File: src/rtl/bu_mul_stage.sv
// -----------------------------------------------------------------------------
// bu_mul_stage
//   Pipelined multiply front end of the butterfly unit. Each accepted
//   coefficient/twiddle pair (a, b) plus a sideband tag travels through two
//   register stages:
//     S1 : registers a, b and the tag
//     S2 : registers the full 32-bit unsigned product a*b and the tag
//   The S2 registers drive c / out_tag / out_valid directly, so this stage
//   can feed barrett_reduction's 32-bit input without any input-to-output
//   combinational path. Backpressure is elastic: an empty S2 always fills
//   from S1, and each stage holds while its successor cannot take data.
//
// Ports
//   clk        : clock, all state changes on the rising edge
//   rst        : synchronous active-high reset
//   in_valid   : operand pair valid
//   in_ready   : stage can accept an operand pair this cycle
//   a, b       : 16-bit coefficient / twiddle operands
//   in_tag     : sideband tag travelling with the pair
//   out_valid  : product valid
//   out_ready  : downstream consumer accepts the product
//   c          : product a*b, zero-extended to 32 bits
//   out_tag    : tag belonging to the product on c
//   range_err  : sticky flag, an accepted operand was >= Q
//   prod_cnt   : number of products handed off, wraps at 2^16
// -----------------------------------------------------------------------------
module bu_mul_stage #(
  parameter int unsigned Q     = 3329,
  parameter int unsigned TAG_W = 8
) (
  input  logic             clk,
  input  logic             rst,
  input  logic             in_valid,
  output logic             in_ready,
  input  logic [15:0]      a,
  input  logic [15:0]      b,
  input  logic [TAG_W-1:0] in_tag,
  output logic             out_valid,
  input  logic             out_ready,
  output logic [31:0]      c,
  output logic [TAG_W-1:0] out_tag,
  output logic             range_err,
  output logic [15:0]      prod_cnt
);

  localparam logic [31:0] Q_W = 32'(Q);

  // True when an operand is not a canonical residue mod Q.
  function automatic logic not_canonical(input logic [15:0] v);
    return (32'(v) >= Q_W);
  endfunction

  logic             s1_valid_r;
  logic [15:0]      s1_a_r;
  logic [15:0]      s1_b_r;
  logic [TAG_W-1:0] s1_tag_r;
  logic             s2_valid_r;
  logic [31:0]      s2_c_r;
  logic [TAG_W-1:0] s2_tag_r;
  logic             range_err_r;
  logic [15:0]      prod_cnt_r;

  logic s2_adv_s;
  logic s1_adv_s;
  logic in_fire_s;
  logic out_fire_s;
  logic op_bad_s;

  // Handshake decode: advance enables depend only on valid bits and
  // out_ready, never on in_valid.
  always_comb begin
    s2_adv_s   = ~s2_valid_r | out_ready;
    s1_adv_s   = ~s1_valid_r | s2_adv_s;
    in_fire_s  = in_valid & s1_adv_s;
    out_fire_s = s2_valid_r & out_ready;
    op_bad_s   = not_canonical(a) | not_canonical(b);
  end

  // Valid bits for both stages; cleared on reset so no stale product leaks.
  always_ff @(posedge clk) begin
    if (rst) begin
      s1_valid_r <= 1'b0;
      s2_valid_r <= 1'b0;
    end else begin
      if (s1_adv_s) begin
        s1_valid_r <= in_valid;
      end
      if (s2_adv_s) begin
        s2_valid_r <= s1_valid_r;
      end
    end
  end

  // S1 operand and tag capture; data only, no reset needed.
  always_ff @(posedge clk) begin
    if (in_fire_s) begin
      s1_a_r   <= a;
      s1_b_r   <= b;
      s1_tag_r <= in_tag;
    end
  end

  // S2 product and tag; zeroed on reset because they are visible outputs.
  always_ff @(posedge clk) begin
    if (rst) begin
      s2_c_r   <= 32'd0;
      s2_tag_r <= '0;
    end else if (s2_adv_s && s1_valid_r) begin
      s2_c_r   <= 32'(s1_a_r) * 32'(s1_b_r);
      s2_tag_r <= s1_tag_r;
    end
  end

  // Sticky range flag, set on acceptance of any non-canonical operand.
  always_ff @(posedge clk) begin
    if (rst) begin
      range_err_r <= 1'b0;
    end else if (in_fire_s && op_bad_s) begin
      range_err_r <= 1'b1;
    end
  end

  // Handoff counter, wraps silently.
  always_ff @(posedge clk) begin
    if (rst) begin
      prod_cnt_r <= 16'd0;
    end else if (out_fire_s) begin
      prod_cnt_r <= prod_cnt_r + 16'd1;
    end
  end

  assign in_ready  = s1_adv_s;
  assign out_valid = s2_valid_r;
  assign c         = s2_c_r;
  assign out_tag   = s2_tag_r;
  assign range_err = range_err_r;
  assign prod_cnt  = prod_cnt_r;

endmodule

File: config.mk
export PLATFORM = sky130hd
export DESIGN_NAME = bu_mul_stage
export DESIGN_NICKNAME = d
export VERILOG_FILES = /design/src/rtl/bu_mul_stage.sv
export SDC_FILE = /design/constraint.sdc
export NUM_CORES = 1
export LEC_CHECK = 0
export BUFFER_PORTS_ARGS = -buffer_cell sky130_fd_sc_hd__buf_2
export CAP_MARGIN = 20
export CORE_UTILIZATION = 55
export DETAILED_ROUTE_END_ITERATION = 7
export GPL_TIMING_DRIVEN = 1
export PLACE_DENSITY = 0.87
export SYNTH_ARGS = -nofsm -noshare
export SYNTH_HDL_FRONTEND = slang
export SYNTH_SLANG_ARGS = --single-unit
File: constraint.sdc
create_clock -name clk -period 6.01 [get_ports clk]
set_input_delay 1.202 -clock clk [delete_from_list [all_inputs] [get_ports clk]]
set_output_delay 1.202 -clock clk [all_outputs]
set_load 0.02 [all_outputs]
# After elaboration in Yosys (flattened, before gate mapping)
# Cells that the tools add are included.
[classes] n_lt_le_gt_ge=2 multipliers=1 n_reduce_logical=2 n_bitwise=7 n_addsub=1
[ops] operator=">= comparator 16 x 12 -> 1 bit (second input constant)" count=2
[ops] operator="multiplier 16 x 16 -> 32 bit" count=1
[ops] operator="adder 16 x 1 -> 16 bit (second input constant)" count=1
[ops] operator="OR 1 bit" count=3
[ops] operator="AND 1 bit" count=2
[ops] operator="logical AND 1 bit" count=2
[ops] operator="NOT 1 bit" count=2
[totals] reg_bits=99 word_cells=22 in_bits=44 out_inout_bits=59

# Longest topological paths before layout
# Gate-level depths: netlist of run 1.
[logic_depth] depth_word=5 mapped_depth=22 depth_no_buf=21

# Worst setup path before layout of run 1
# OpenSTA, ideal clock, no wires.
[synth_timing] path_kind="register to register" from="reg s1_b_r[4]" to="reg s2_c_r[30], in the netlist c[30]" path_slack_ps=34 required_ps=5922 n_path_buf=1 arrival_ps=5888 setup_time_ps=88 stages_incl_launch_ff=21 cell_sequence="edfxtp_1 clkbuf_1 and2_1 fa_1 inv_1 fa_1 fa_1 fa_1 inv_1 fa_1 inv_1 fa_1 inv_1 ha_1 a21oi_1 nor2_1 a2111oi_4 a2111oi_2 a211oi_1 mux2_4 nor4_4"
[synth_between] elab_chain_cells=1
[synth_lines] element="start, declared" line="55" text="logic [15:0] s1_b_r;"
[synth_lines] element="start signal, assigned" line="98" text="s1_b_r <= b;"
[synth_lines] element="multiplier 16 x 16 -> 32 bit" line="109" text="s2_c_r <= 32'(s1_a_r) * 32'(s1_b_r);"
[synth_lines] element="end signal, assigned" line="109"
[synth_lines] element="end, declared" line="58" text="logic [31:0] s2_c_r;"
# No other way between the ends.
# A chain may end at the register's enable or synchronous reset.

# Worst setup path after layout of run 1
[layout_timing] from="reg s1_a_r[5]" to="reg s2_c_r[25], in the netlist c[25]"
[layout_between] elab_chain_cells=1
[layout_lines] element="start, declared" line="54" text="logic [15:0] s1_a_r;"
[layout_lines] element="start signal, assigned" line="97" text="s1_a_r <= a;"
[layout_lines] element="multiplier 16 x 16 -> 32 bit" line="109"
# No other way between the ends.

==> summary.md, run 1 <==
| Metric | Value |
|---|---|
| Outcome | `finished with violations` |
| Violations in the final reports | `setup timing` |
| Post-synth net total | `1669` |
| Maximum operating frequency | `166.1 MHz` |
| Die Footprint | `22580 sq um` |
| Number of hold violations in the final report | `0` |
| Post-synthesis sequential element count | `99` |
| Wire length of the first global-routing pass | `50050 microns` |
| Final clock skew | `14.16 ps` |
| Number of different library cells in the post-synthesis netlist | `51` |
| Number of filler cells placed in the layout | `1447` |
| TritonCTS Buffers | `9` |
| FFs w/ async S/R, synth | `0%` |
| Clock transition at the registers of the reported paths | `80 ps` |
| Start point of the worst min-delay path | `c[21]$_SDFFE_PP0P_` |
| Fraction of the yosys area taken by sequential cells | `19.70%` |
| Library cell with the largest summed area after synthesis | `sky130_fd_sc_hd__fa_1` |
| Most frequent cells in the layout | `sky130_fd_sc_hd__inv_1 (227), sky130_fd_sc_hd__nand2_1 (227), sky130_fd_sc_hd__fa_1 (189)` |
| Final wirelength | `33190 microns` |
| Max Slew Vio Count | `0` |
| Area growth from synthesis to final layout | `16.74%` |
| Cts hold-fix bufs | `0` |
| Worst hold stages | `2` |
| Effective utilization at floorplan | `56.80%` |
| Synth Area per Inst | `9.118 sq um` |
| Height of the chip | `150.3 microns` |
| Arrival time reported for the critical path endpoint | `6330 ps` |
| Instance area at placement | `13290 sq um` |
| Count of warnings emitted by yosys | `0` |
| Count of antenna-violating nets left after detailed routing | `0` |
| R2r worst-path depth | `20` |
| Number of synthesized flops with an enable pin | `40` |
| Sink count of the clock tree | `99` |
| Core Box Area | `21290 sq um` |
| Antenna violations before repair | `0` |
| Grt ovf | `0` |
| Capture point of the worst reg-to-reg path | `c[25]$_SDFFE_PP0P_` |
| Internal reg-to-reg setup slack | `-10 ps` |
| Cells after Synth | `1326` |
| Clock insertion delay at the later pin of the skew report | `370 ps` |
| Fin crit period | `6021 ps` |
| Total vias in the final route | `10210` |
| Post-detailed-route DRC marker count | `0` |
| Data required time at the worst endpoint | `6320 ps` |
| Endpoint with the worst hold slack | `c[21]$_SDFFE_PP0P_` |
| CTS root buffer | `sky130_fd_sc_hd__clkbuf_16` |
| Top_reg_cell synth | `sky130_fd_sc_hd__dfxtp_1` |
| Number of violations of the max-capacitance limit | `0` |
| Fraction of layout instances using a drive strength above 1 | `18.22%` |
| Setup repair after global routing missed its margin | `yes` |
| Area share of the leading cell type in the synthesized netlist | `32.12%` |
| Pin count of the biggest net entering global routing | `60` |
| Pre-CTS worst setup slack | `-175.5 ps` |
| Worst setup EP type | `register` |
| Launch point of the worst path | `s1_a_r[5]$_DFFE_PP_` |
| Worst-path maximum fanout | `9` |
| Detailed placer's ending HPWL | `24530 microns` |
| Worst hold-check path type | `reg -> reg` |
| Routed wirelength normalized by instance count | `18.89 microns` |
| Weighted congestion at the end of routability-driven global placement | `0.9596` |
| Largest cells by area after synthesis | `sky130_fd_sc_hd__fa_1 (32%), sky130_fd_sc_hd__ha_1 (11%), sky130_fd_sc_hd__edfxtp_1 (9.9%)` |
| Area of all placed cells without fillers | `14110 sq um` |
| Nets@finish | `1820` |
| Final core utilization | `66.31%` |
| H-tree levels | `3` |
| Count of TritonRoute iterations in the first routing pass | `6` |
| Setup WS post-layout | `-10.58 ps` |
| Number of endpoints failing setup at the final stage | `1` |
| TritonCTS clock tree | `built` |
| Total Negative Setup Slacks | `-10.58 ps` |
| Number of antenna diodes | `0` |
| Vias in the first global route | `10230` |
| CTS max path bufs | `2` |
| Worst-Margin Slew | `1156 ps` |
| Post-synth design cell area | `12090 sq um` |
| Launch instance of the worst register-to-register path | `s1_a_r[5]$_DFFE_PP_` |
| Number of port buffers | `102` |
| Global-route usage over all layers | `28.76%` |
| Number of vias per cell | `5.812` |
| Worst slew margin relative to its limit | `22.96%` |
| Initial detailed-routing violation count | `1003` |
| Die Wd | `150.3 microns` |
| Period utilization | `100.2%` |
| Rows | `53` |
| I/O pin count | `103` |
| Category of the critical setup timing path | `reg -> reg` |
| Startpoint kind of the worst setup timing path | `register` |
registers in the layout, indices dropped and copies added, names as in the netlist:
signal	cells
out_valid	1
range_err	1
s1_b_r	16
c	32
out_tag	8
s1_a_r	16
s1_valid_r	1
prod_cnt	16
s1_tag_r	8
cells in the mapped netlist, types with 3 or more instances:
cell and count:
sky130_fd_sc_hd__inv_1 231, sky130_fd_sc_hd__nand2_1 230, sky130_fd_sc_hd__fa_1 194, sky130_fd_sc_hd__and2_1 118, sky130_fd_sc_hd__ha_1 105, sky130_fd_sc_hd__a21oi_1 59
sky130_fd_sc_hd__dfxtp_1 59, sky130_fd_sc_hd__clkbuf_1 54, sky130_fd_sc_hd__nor2_1 45, sky130_fd_sc_hd__edfxtp_1 40, sky130_fd_sc_hd__o21ai_0 33, sky130_fd_sc_hd__xor2_1 23
sky130_fd_sc_hd__xnor2_1 14, sky130_fd_sc_hd__nand3_1 13, sky130_fd_sc_hd__a21o_1 11, sky130_fd_sc_hd__and3_1 10, sky130_fd_sc_hd__nand4_1 8, sky130_fd_sc_hd__a211oi_1 7
sky130_fd_sc_hd__nor4_1 7, sky130_fd_sc_hd__nor2b_1 6, sky130_fd_sc_hd__nor3_1 6, sky130_fd_sc_hd__a31oi_1 5, sky130_fd_sc_hd__nand3b_1 4, sky130_fd_sc_hd__o21bai_1 4
sky130_fd_sc_hd__a21boi_0 3, sky130_fd_sc_hd__o21a_1 3
logic make-up after synthesis:
family / after synthesis / synth area share [%]
flops: 99 / 19.70
xor+xnor: 37 / 2.680
mux: 3 / 0.2897
simple gates: 460 / 18.20
compound gates: 140 / 7.182
buf+inv: 288 / 8.952
fa+ha+maj: 299 / 42.99
per-stage QoR:
step           hold WS, ps  std cells
2_1_floorplan        471.3       1326
3_3_place_gp         431.8       1719
3_5_place_dp         441.2       1719
4_1_cts              453.3       1738
5_1_grt              489.3       1757
6_report             454.6       1757
critical path, stage by stage, from the launching register on:
cell	delay, ps
sky130_fd_sc_hd__edfxtp_1	470
sky130_fd_sc_hd__buf_4	210
sky130_fd_sc_hd__and2_1	160
sky130_fd_sc_hd__fa_1	530
sky130_fd_sc_hd__inv_1	60
sky130_fd_sc_hd__fa_1	530
sky130_fd_sc_hd__inv_1	60
sky130_fd_sc_hd__fa_1	530
sky130_fd_sc_hd__fa_1	490
sky130_fd_sc_hd__fa_1	530
sky130_fd_sc_hd__inv_1	70
sky130_fd_sc_hd__fa_1	520
sky130_fd_sc_hd__inv_1	100
sky130_fd_sc_hd__ha_4	310
sky130_fd_sc_hd__nand4_1	160
sky130_fd_sc_hd__nor3_2	210
sky130_fd_sc_hd__inv_1	90
sky130_fd_sc_hd__o311ai_4	330
sky130_fd_sc_hd__a21oi_2	110
sky130_fd_sc_hd__or4_1	400
sky130_fd_sc_hd__nand3_1	80
timing repair:
action                     4_1_cts  5_1_grt
gates resized for setup          5       71
setup buffers                    3       19
setup endpoints to repair       11       18
pin swaps                        3       34
worst max path at each step:
stage                          to  depth (start not counted)
6_report       c[25]$_SDFFE_PP0P_                         20
5_1_grt        c[25]$_SDFFE_PP0P_                         20
4_1_cts        c[25]$_SDFFE_PP0P_                         20
3_5_place_dp   c[26]$_SDFFE_PP0P_                         20
3_3_place_gp   c[30]$_SDFFE_PP0P_                         19
2_1_floorplan  c[30]$_SDFFE_PP0P_                         20
final cells by class:
class / count / area [sq um] / share of cell area [%]
timing repair buffer: 197 / 1277 / 9.051
clock inverter: 7 / 88.84 / 0.6294
tap: 275 / 344.1 / 2.438
clock buffer: 9 / 225.2 / 1.596
multi-input combinational: 939 / 8930 / 63.27
inverter: 231 / 867.1 / 6.143
sequential: 99 / 2382 / 16.88
metal layers:
layer	vias up	GRT usage, %	part of all wire, %
met5	-	0	0
met4	0	11.41	4.9
met3	158	5.485	8.7
met2	596	48.48	49
met1	5037	36.43	37
li1	4421	-	-
Power of run 1 is left out: the tool's default activity adds up to more than one toggle a clock period on the data nets, which glitch-free logic cannot reach.
==> inputs of run 2 (changes only) <==
--- a/config.mk
+++ b/config.mk
@@ -5,12 +5,14 @@
 export SDC_FILE = /design/constraint.sdc
 export NUM_CORES = 1
 export LEC_CHECK = 0
-export BUFFER_PORTS_ARGS = -buffer_cell sky130_fd_sc_hd__buf_2
+export ABC_AREA = 1
+export BUFFER_PORTS_ARGS = -buffer_cell sky130_fd_sc_hd__buf_4
 export CAP_MARGIN = 20
 export CORE_UTILIZATION = 55
 export DETAILED_ROUTE_END_ITERATION = 7
 export GPL_TIMING_DRIVEN = 1
 export PLACE_DENSITY = 0.87
+export SKIP_LAST_GASP = 1
 export SYNTH_ARGS = -nofsm -noshare
 export SYNTH_HDL_FRONTEND = slang
 export SYNTH_SLANG_ARGS = --single-unit
==> summary.md, run 2 <==
| Metric | Value |
|---|---|
| Area growth from synthesis to final layout | `13.02% (was 16.74%)` |
| Clock transition at the registers of the reported paths | `80 ps (about the same)` |
| Post-synthesis sequential element count | `99 (unchanged)` |
| Fraction of layout instances using a drive strength above 1 | `10.59% (was 18.22%)` |
| Number of hold violations in the final report | `0 (unchanged)` |
| Data required time at the worst endpoint | `6280 ps (was 6320 ps)` |
| Period utilization | `97.40% (was 100.2%)` |
| Sink count of the clock tree | `99 (unchanged)` |
| Final clock skew | `14.26 ps (was 14.16 ps)` |
| Pin count of the biggest net entering global routing | `61 (was 60)` |
| CTS root buffer | `sky130_fd_sc_hd__clkbuf_16 (unchanged)` |
| TritonCTS clock tree | `built (unchanged)` |
| CTS max path bufs | `2 (unchanged)` |
| Most frequent cells in the layout | `sky130_fd_sc_hd__nand2_1 (489), sky130_fd_sc_hd__inv_1 (481), sky130_fd_sc_hd__fa_1 (194) (was sky130_fd_sc_hd__inv_1 (227), sky130_fd_sc_hd__nand2_1 (227), sky130_fd_sc_hd__fa_1 (189))` |
| Max Slew Vio Count | `0 (unchanged)` |
| Vias in the first global route | `11280 (was 10230)` |
| Cts hold-fix bufs | `0 (unchanged)` |
| Grt ovf | `0 (unchanged)` |
| Startpoint kind of the worst setup timing path | `register (unchanged)` |
| Launch instance of the worst register-to-register path | `s1_a_r[12]$_DFFE_PP_ (was s1_a_r[5]$_DFFE_PP_)` |
| Count of warnings emitted by yosys | `0 (unchanged)` |
| Wire length the detailed router placed on met1 | `12880 microns (was 12370 microns)` |
| Start point of the worst min-delay path | `prod_cnt[15]$_SDFFE_PP0P_ (was c[21]$_SDFFE_PP0P_)` |
| Initial detailed-routing violation count | `1028 (was 1003)` |
| Number of endpoints failing setup at the final stage | `0 (was 1)` |
| Effective utilization at floorplan | `56.89% (was 56.80%)` |
| I/O pin count | `103 (unchanged)` |
| FFs w/ async S/R, synth | `0% (unchanged)` |
| Category of the critical setup timing path | `reg -> reg (unchanged)` |
| Cells after Synth | `1757 (was 1326)` |
| Rows | `55 (was 53)` |
| Outcome | `complete, no violations (was finished with violations)` |
| Count of TritonRoute iterations in the first routing pass | `6 (unchanged)` |
| Number of violations of the max-capacitance limit | `0 (unchanged)` |
| Met3 WL | `2973 microns (was 2901 microns)` |
| Number of vias per cell | `5.216 (was 5.812)` |
| Worst-path maximum fanout | `9 (unchanged)` |
| Endpoint with the worst hold slack | `prod_cnt[15]$_SDFFE_PP0P_ (was c[21]$_SDFFE_PP0P_)` |
| Worst hold stages | `2 (unchanged)` |
| Most common library cell in the layout ignoring fill and taps | `sky130_fd_sc_hd__nand2_1` |
| Most instantiated cells after synthesis | `sky130_fd_sc_hd__nand2_1 (489), sky130_fd_sc_hd__inv_1 (481), sky130_fd_sc_hd__fa_1 (194), sky130_fd_sc_hd__nor2_1 (139), sky130_fd_sc_hd__ha_1 (105) (was sky130_fd_sc_hd__inv_1 (231), sky130_fd_sc_hd__nand2_1 (230), sky130_fd_sc_hd__fa_1 (194), sky130_fd_sc_hd__and2_1 (118), sky130_fd_sc_hd__ha_1 (105))` |
| Nets@finish | `2198 (was 1820)` |
| Antenna violations before repair | `0 (unchanged)` |
| Synth Area per Inst | `7.420 sq um (was 9.118 sq um)` |
| Top_reg_cell synth | `sky130_fd_sc_hd__dfxtp_1 (unchanged)` |
| Post-detailed-route DRC marker count | `0 (unchanged)` |
| Number of different library cells in the post-synthesis netlist | `31 (was 51)` |
| Largest cells by area after synthesis | `sky130_fd_sc_hd__fa_1 (30%), sky130_fd_sc_hd__nand2_1 (14%), sky130_fd_sc_hd__inv_1 (14%) (was sky130_fd_sc_hd__fa_1 (32%), sky130_fd_sc_hd__ha_1 (11%), sky130_fd_sc_hd__edfxtp_1 (9.9%))` |
| Post-synth design cell area | `13040 sq um (was 12090 sq um)` |
| Final wirelength | `34310 microns (was 33190 microns)` |
| Layout Cells excl Fill | `2173 (was 1757)` |
| Weighted congestion at the end of routability-driven global placement | `0.9398 (was 0.9596)` |
| Die Wd | `156.0 microns (was 150.3 microns)` |
| R2r worst-path depth | `20 (unchanged)` |
| Count of antenna-violating nets left after detailed routing | `0 (unchanged)` |
| Worst setup EP type | `register (unchanged)` |
| Fraction of the yosys area taken by sequential cells | `18.27% (was 19.70%)` |
| Total vias in the final route | `11330 (was 10210)` |
| Detailed placer's ending HPWL | `26120 microns (was 24530 microns)` |
| Height of the chip | `156.0 microns (was 150.3 microns)` |
| Die Footprint | `24320 sq um (was 22580 sq um)` |
| TritonCTS Buffers | `9 (unchanged)` |
| Dominant cell by count in the synthesized netlist | `sky130_fd_sc_hd__nand2_1 (was sky130_fd_sc_hd__inv_1)` |
| H-tree levels | `3 (unchanged)` |
| Number of antenna diodes | `0 (unchanged)` |
| Wire length of the first global-routing pass | `54060 microns (was 50050 microns)` |
| Largest register FFs | `32 (unchanged)` |
| Capture point of the worst reg-to-reg path | `c[23]$_SDFFE_PP0P_ (was c[25]$_SDFFE_PP0P_)` |
| Worst hold-check path type | `reg -> reg (unchanged)` |
| Fin crit period | `5853 ps (was 6021 ps)` |
| Number of port buffers | `102 (unchanged)` |
| Arrival time reported for the critical path endpoint | `6120 ps (was 6330 ps)` |
| Clock insertion delay at the later pin of the skew report | `370 ps (about the same)` |
| Number of synthesized flops with an enable pin | `40 (unchanged)` |
| Area share of the leading cell type in the synthesized netlist | `29.79% (was 32.12%)` |
| Routed wirelength normalized by instance count | `15.79 microns (was 18.89 microns)` |
| WL met2 | `16470 microns (was 16300 microns)` |
| Cell count after placement | `2113 (was 1719)` |
| Worst slew margin relative to its limit | `35.30% (was 22.96%)` |
| Worst-Margin Slew | `969.1 ps (was 1156 ps)` |
| Library cell with the largest summed area after synthesis | `sky130_fd_sc_hd__fa_1 (unchanged)` |
| Post-synth net total | `2100 (was 1669)` |
| Highest metal layer with signal wires | `met4 (unchanged)` |
| Internal reg-to-reg setup slack | `160 ps (was -10 ps)` |
| Core Box Area | `22920 sq um (was 21290 sq um)` |
| Maximum operating frequency | `170.8 MHz (was 166.1 MHz)` |
| Global-route usage over all layers | `28.54% (was 28.76%)` |
-- run 2: changes by cell type in the layout (fill, tap and decap cells not counted), sizes merged, moves of 9 or more --
cell / previous run / this run
a21o: 11 / 2
a21oi: 59 / 34
buf: 197 / 165
nand3: 13 / 53
xor2: 23 / 10
nor2: 45 / 146
nand2: 230 / 490
xnor2: 14 / 3
inv: 236 / 485
and2: 118 / 2
and3: 10 / 1
-- run 2: layout make-up --
class | instances | area, sq um
multi-input combinational | 1098 | 8547
fill | 1796 | 8180
sequential | 99 | 2382
inverter | 482 | 1809
timing repair buffer | 165 | 1289
tap | 313 | 391.6
clock buffer | 9 | 225.2
clock inverter | 7 | 91.34
-- run 2: worst max-delay path, stage by stage (launching register included) --
cell	delay (ps)
sky130_fd_sc_hd__edfxtp_1	710
sky130_fd_sc_hd__nand2_1	190
sky130_fd_sc_hd__fa_1	560
sky130_fd_sc_hd__fa_1	530
sky130_fd_sc_hd__fa_1	530
sky130_fd_sc_hd__inv_1	60
sky130_fd_sc_hd__fa_1	520
sky130_fd_sc_hd__fa_1	570
sky130_fd_sc_hd__inv_1	70
sky130_fd_sc_hd__fa_1	540
sky130_fd_sc_hd__inv_1	40
sky130_fd_sc_hd__ha_1	360
sky130_fd_sc_hd__nand2_1	130
sky130_fd_sc_hd__nor2_2	220
sky130_fd_sc_hd__nand3_1	150
sky130_fd_sc_hd__nand3_2	130
sky130_fd_sc_hd__nand2_1	90
sky130_fd_sc_hd__nand3_1	80
sky130_fd_sc_hd__nand3_1	120
sky130_fd_sc_hd__nand2_1	120
sky130_fd_sc_hd__inv_1	40
-- run 2: worst max path at each step --
stage                         end  slack, ps            startpoint  cells past startpoint
2_1_floorplan  c[23]$_SDFFE_PP0P_        690   s1_b_r[1]$_DFFE_PP_                     23
4_1_cts        c[20]$_SDFFE_PP0P_         30   s1_a_r[9]$_DFFE_PP_                     20
3_5_place_dp   c[20]$_SDFFE_PP0P_        130   s1_a_r[9]$_DFFE_PP_                     20
6_report       c[23]$_SDFFE_PP0P_        160  s1_a_r[12]$_DFFE_PP_                     20
3_3_place_gp   c[20]$_SDFFE_PP0P_        210   s1_a_r[9]$_DFFE_PP_                     20
5_1_grt        c[20]$_SDFFE_PP0P_        -80   s1_b_r[4]$_DFFE_PP_                     23
-- run 2: metal layers --
metal | GRT usage, % | up-vias
li1 | - | 5242
met1 | 34.93 | 5302
met2 | 48.96 | 610
met3 | 4.778 | 180
met4 | 13.63 | 0
met5 | 0 | -
-- run 2: timing repair --
item,4_1_cts,5_1_grt
setup endpoints to repair,0,19
setup buffers,0,44
resized for setup,0,0
-- run 2: metrics by stage --
step	hold slack, ps	area [sq um]	worst slack (ps)	TNS (ps)	util, %
global route	510.3	14740	-77.95	-279.7	64.30
global placement	455.5	14040	213.5	0	61.26
detailed placement	463.8	14040	128.1	0	61.26
CTS	480.1	14360	27.75	0	62.64
floorplan	467.2	13040	687.1	0	-
finish	475.1	14740	156.5	0	64.30
-- run 2: kinds of logic (layout without fill, tap and decap cells) --
family / Yosys count / after routing / synth area share, %
simple gates: 706 / 706 / 21.57
buf+inv: 560 / 663 / 16.17
compound gates: 80 / 80 / 3.244
fa+ha+maj: 299 / 299 / 39.87
xor+xnor: 13 / 13 / 0.8733
flops: 99 / 99 / 18.27
Power of run 2 is left out for the same reason.
==> inputs of run 3 (changes only) <==
--- a/config.mk
+++ b/config.mk
@@ -11,7 +11,7 @@
 export CORE_UTILIZATION = 55
 export DETAILED_ROUTE_END_ITERATION = 7
 export GPL_TIMING_DRIVEN = 1
-export PLACE_DENSITY = 0.87
+export PLACE_DENSITY = 0.88
 export SKIP_LAST_GASP = 1
 export SYNTH_ARGS = -nofsm -noshare
 export SYNTH_HDL_FRONTEND = slang
==> summary.md, run 3 (synthesis gave the netlist of run 2 again) <==
| Metric | Value |
|---|---|
| Outcome | `complete, no violations (unchanged)` |
| Max Slew Vio Count | `0 (unchanged)` |
| Most frequent cells in the layout | `sky130_fd_sc_hd__nand2_1 (489), sky130_fd_sc_hd__inv_1 (480), sky130_fd_sc_hd__fa_1 (194) (was sky130_fd_sc_hd__nand2_1 (489), sky130_fd_sc_hd__inv_1 (481), sky130_fd_sc_hd__fa_1 (194))` |
| Weighted congestion at the end of routability-driven global placement | `0.9107 (was 0.9398)` |
| TritonCTS clock tree | `built (unchanged)` |
| Fin crit period | `5782 ps (was 5853 ps)` |
| CTS root buffer | `sky130_fd_sc_hd__clkbuf_16 (unchanged)` |
| Critical Path Slowest Stage Cell | `sky130_fd_sc_hd__edfxtp_1 (unchanged)` |
| Worst-path maximum fanout | `16 (was 9)` |
| Arrival time reported for the critical path endpoint | `6030 ps (was 6120 ps)` |
| Rows | `55 (unchanged)` |
| Total vias in the final route | `11110 (was 11330)` |
| Instance area at placement | `14050 sq um (was 14040 sq um)` |
| Wire length of the first global-routing pass | `53830 microns (was 54060 microns)` |
| Antenna violations before repair | `0 (unchanged)` |
| Number of vias per cell | `5.144 (was 5.216)` |
| Die Wd | `156.0 microns (unchanged)` |
| Pin count of the biggest net entering global routing | `61 (unchanged)` |
| Cell-by-cell trace of the critical path | `nand2_1, inv_1, fa_1, inv_1, fa_1, fa_1, fa_1, inv_1, fa_1, inv_1, fa_1, inv_1, ha_1, nand2_1, nor2_1, nand3_1, nand3_1, a21oi_1, nand2_1, nand2_1, nor2_1, nor2_1 (was nand2_1, fa_1, fa_1, fa_1, inv_1, fa_1, fa_1, inv_1, fa_1, inv_1, ha_1, nand2_1, nor2_2, nand3_1, nand3_2, nand2_1, nand3_1, nand3_1, nand2_1, inv_1)` |
| Number of hold violations in the final report | `0 (unchanged)` |
| Final wirelength | `33030 microns (was 34310 microns)` |
| Count of TritonRoute iterations in the first routing pass | `5 (was 6)` |
| Fraction of layout instances using a drive strength above 1 | `9.967% (was 10.59%)` |
| Area growth from synthesis to final layout | `11.87% (was 13.02%)` |
| Clock insertion delay at the later pin of the skew report | `370 ps (about the same)` |
| Final core utilization | `63.65% (was 64.30%)` |
| Most common library cell in the layout ignoring fill and taps | `sky130_fd_sc_hd__nand2_1 (unchanged)` |
| CP Buf/Inv Count | `5 (was 4)` |
| Period utilization | `96.21% (was 97.40%)` |
| Number of port buffers | `102 (unchanged)` |
| Nets@finish | `2184 (was 2198)` |
| Top cell family by delay on the critical path | `adder cells (unchanged)` |
| Cts hold-fix bufs | `0 (unchanged)` |
| Effective utilization at floorplan | `56.89% (unchanged)` |
| Number of antenna diodes | `0 (unchanged)` |
| Worst path max stage delay | `700 ps (was 710 ps)` |
| Worst-Margin Slew | `985.8 ps (was 969.1 ps)` |
| Sink count of the clock tree | `99 (unchanged)` |
| Largest register FFs | `32 (unchanged)` |
| Category of the critical setup timing path | `reg -> reg (unchanged)` |
| Data required time at the worst endpoint | `6260 ps (was 6280 ps)` |
| Worst slew margin relative to its limit | `34.18% (was 35.30%)` |
| TritonCTS Buffers | `9 (unchanged)` |
| Die Footprint | `24320 sq um (unchanged)` |
| Core Box Area | `22920 sq um (unchanged)` |
| CP dominant cell by count | `sky130_fd_sc_hd__fa_1 (unchanged)` |
| Initial detailed-routing violation count | `802 (was 1028)` |
| I/O pin count | `103 (unchanged)` |
| Number of endpoints failing setup at the final stage | `0 (unchanged)` |
| Height of the chip | `156.0 microns (unchanged)` |
| Area of all placed cells without fillers | `14590 sq um (was 14740 sq um)` |
| Setup repair after global routing missed its margin | `yes` |
| Final clock skew | `10.92 ps (was 14.26 ps)` |
| Global-route usage over all layers | `28.32% (was 28.54%)` |
| Worst setup EP type | `register (unchanged)` |
| Routed wirelength normalized by instance count | `15.30 microns (was 15.79 microns)` |
| Grt ovf | `0 (unchanged)` |
| Detailed placer's ending HPWL | `26160 microns (was 26120 microns)` |
| Post-detailed-route DRC marker count | `0 (unchanged)` |
| Min Hold Slack | `478.0 ps (was 475.1 ps)` |
| Worst hold-check path type | `reg -> reg (unchanged)` |
| H-tree levels | `3 (unchanged)` |
| Clock transition at the registers of the reported paths | `80 ps (about the same)` |
| Maximum operating frequency | `172.9 MHz (was 170.8 MHz)` |
| Startpoint kind of the worst setup timing path | `register (unchanged)` |
| Count of antenna-violating nets left after detailed routing | `0 (unchanged)` |
| Vias in the first global route | `11230 (was 11280)` |
| Number of violations of the max-capacitance limit | `0 (unchanged)` |
| CTS max path bufs | `2 (unchanged)` |
-- run 3: tightest hold or removal path: stages, from the launching register on --
cell	delay, ps
sky130_fd_sc_hd__dfxtp_1	320
sky130_fd_sc_hd__nand2_1	60
sky130_fd_sc_hd__a21oi_1	50
-- run 3: routing by layer --
layer | up-vias | track usage, % | share of wire (%)
met5 | - | 0 | 0
met3 | 107 | 5.194 | 8.3
met2 | 529 | 49.21 | 49
met4 | 0 | 11.44 | 3.6
li1 | 5210 | - | -
met1 | 5259 | 34.67 | 39
-- run 3: per-stage QoR --
| step | instances | TNS [ps] | setup slack (ps) |
|---|---|---|---|
| 2_1_floorplan | 1757 | 0 | 687.1 |
| 3_3_place_gp | 2114 | 0 | 188.2 |
| 3_5_place_dp | 2114 | 0 | 155.8 |
| 4_1_cts | 2130 | 0 | 83.11 |
| 5_1_grt | 2159 | -38.76 | -29.41 |
| 6_report | 2159 | 0 | 227.8 |
-- run 3: worst paths after layout --
path | from | cells after the start | slack [ps] | end
min | c[0]$_SDFFE_PP0P_ | 2 | 480 | c[0]$_SDFFE_PP0P_
max | s1_a_r[3]$_DFFE_PP_ | 22 | 230 | c[20]$_SDFFE_PP0P_
min reg2reg | c[0]$_SDFFE_PP0P_ | 2 | 480 | c[0]$_SDFFE_PP0P_
max reg2reg | s1_a_r[3]$_DFFE_PP_ | 22 | 230 | c[20]$_SDFFE_PP0P_
-- run 3: repair_timing --
item	CTS	global route
buffers inserted	0	29
setup endpoints to repair	0	20
gates resized for setup	0	2
-- run 3: layout make-up --
cell class                 count  area (sq um)
multi-input combinational   1098          8554
fill                        1814          8330
sequential                    99          2382
inverter                     482          1809
timing repair buffer         151          1134
tap                          313         391.6
clock buffer                   9         225.2
clock inverter                 7         88.84
Power of run 3 is left out for the same reason.
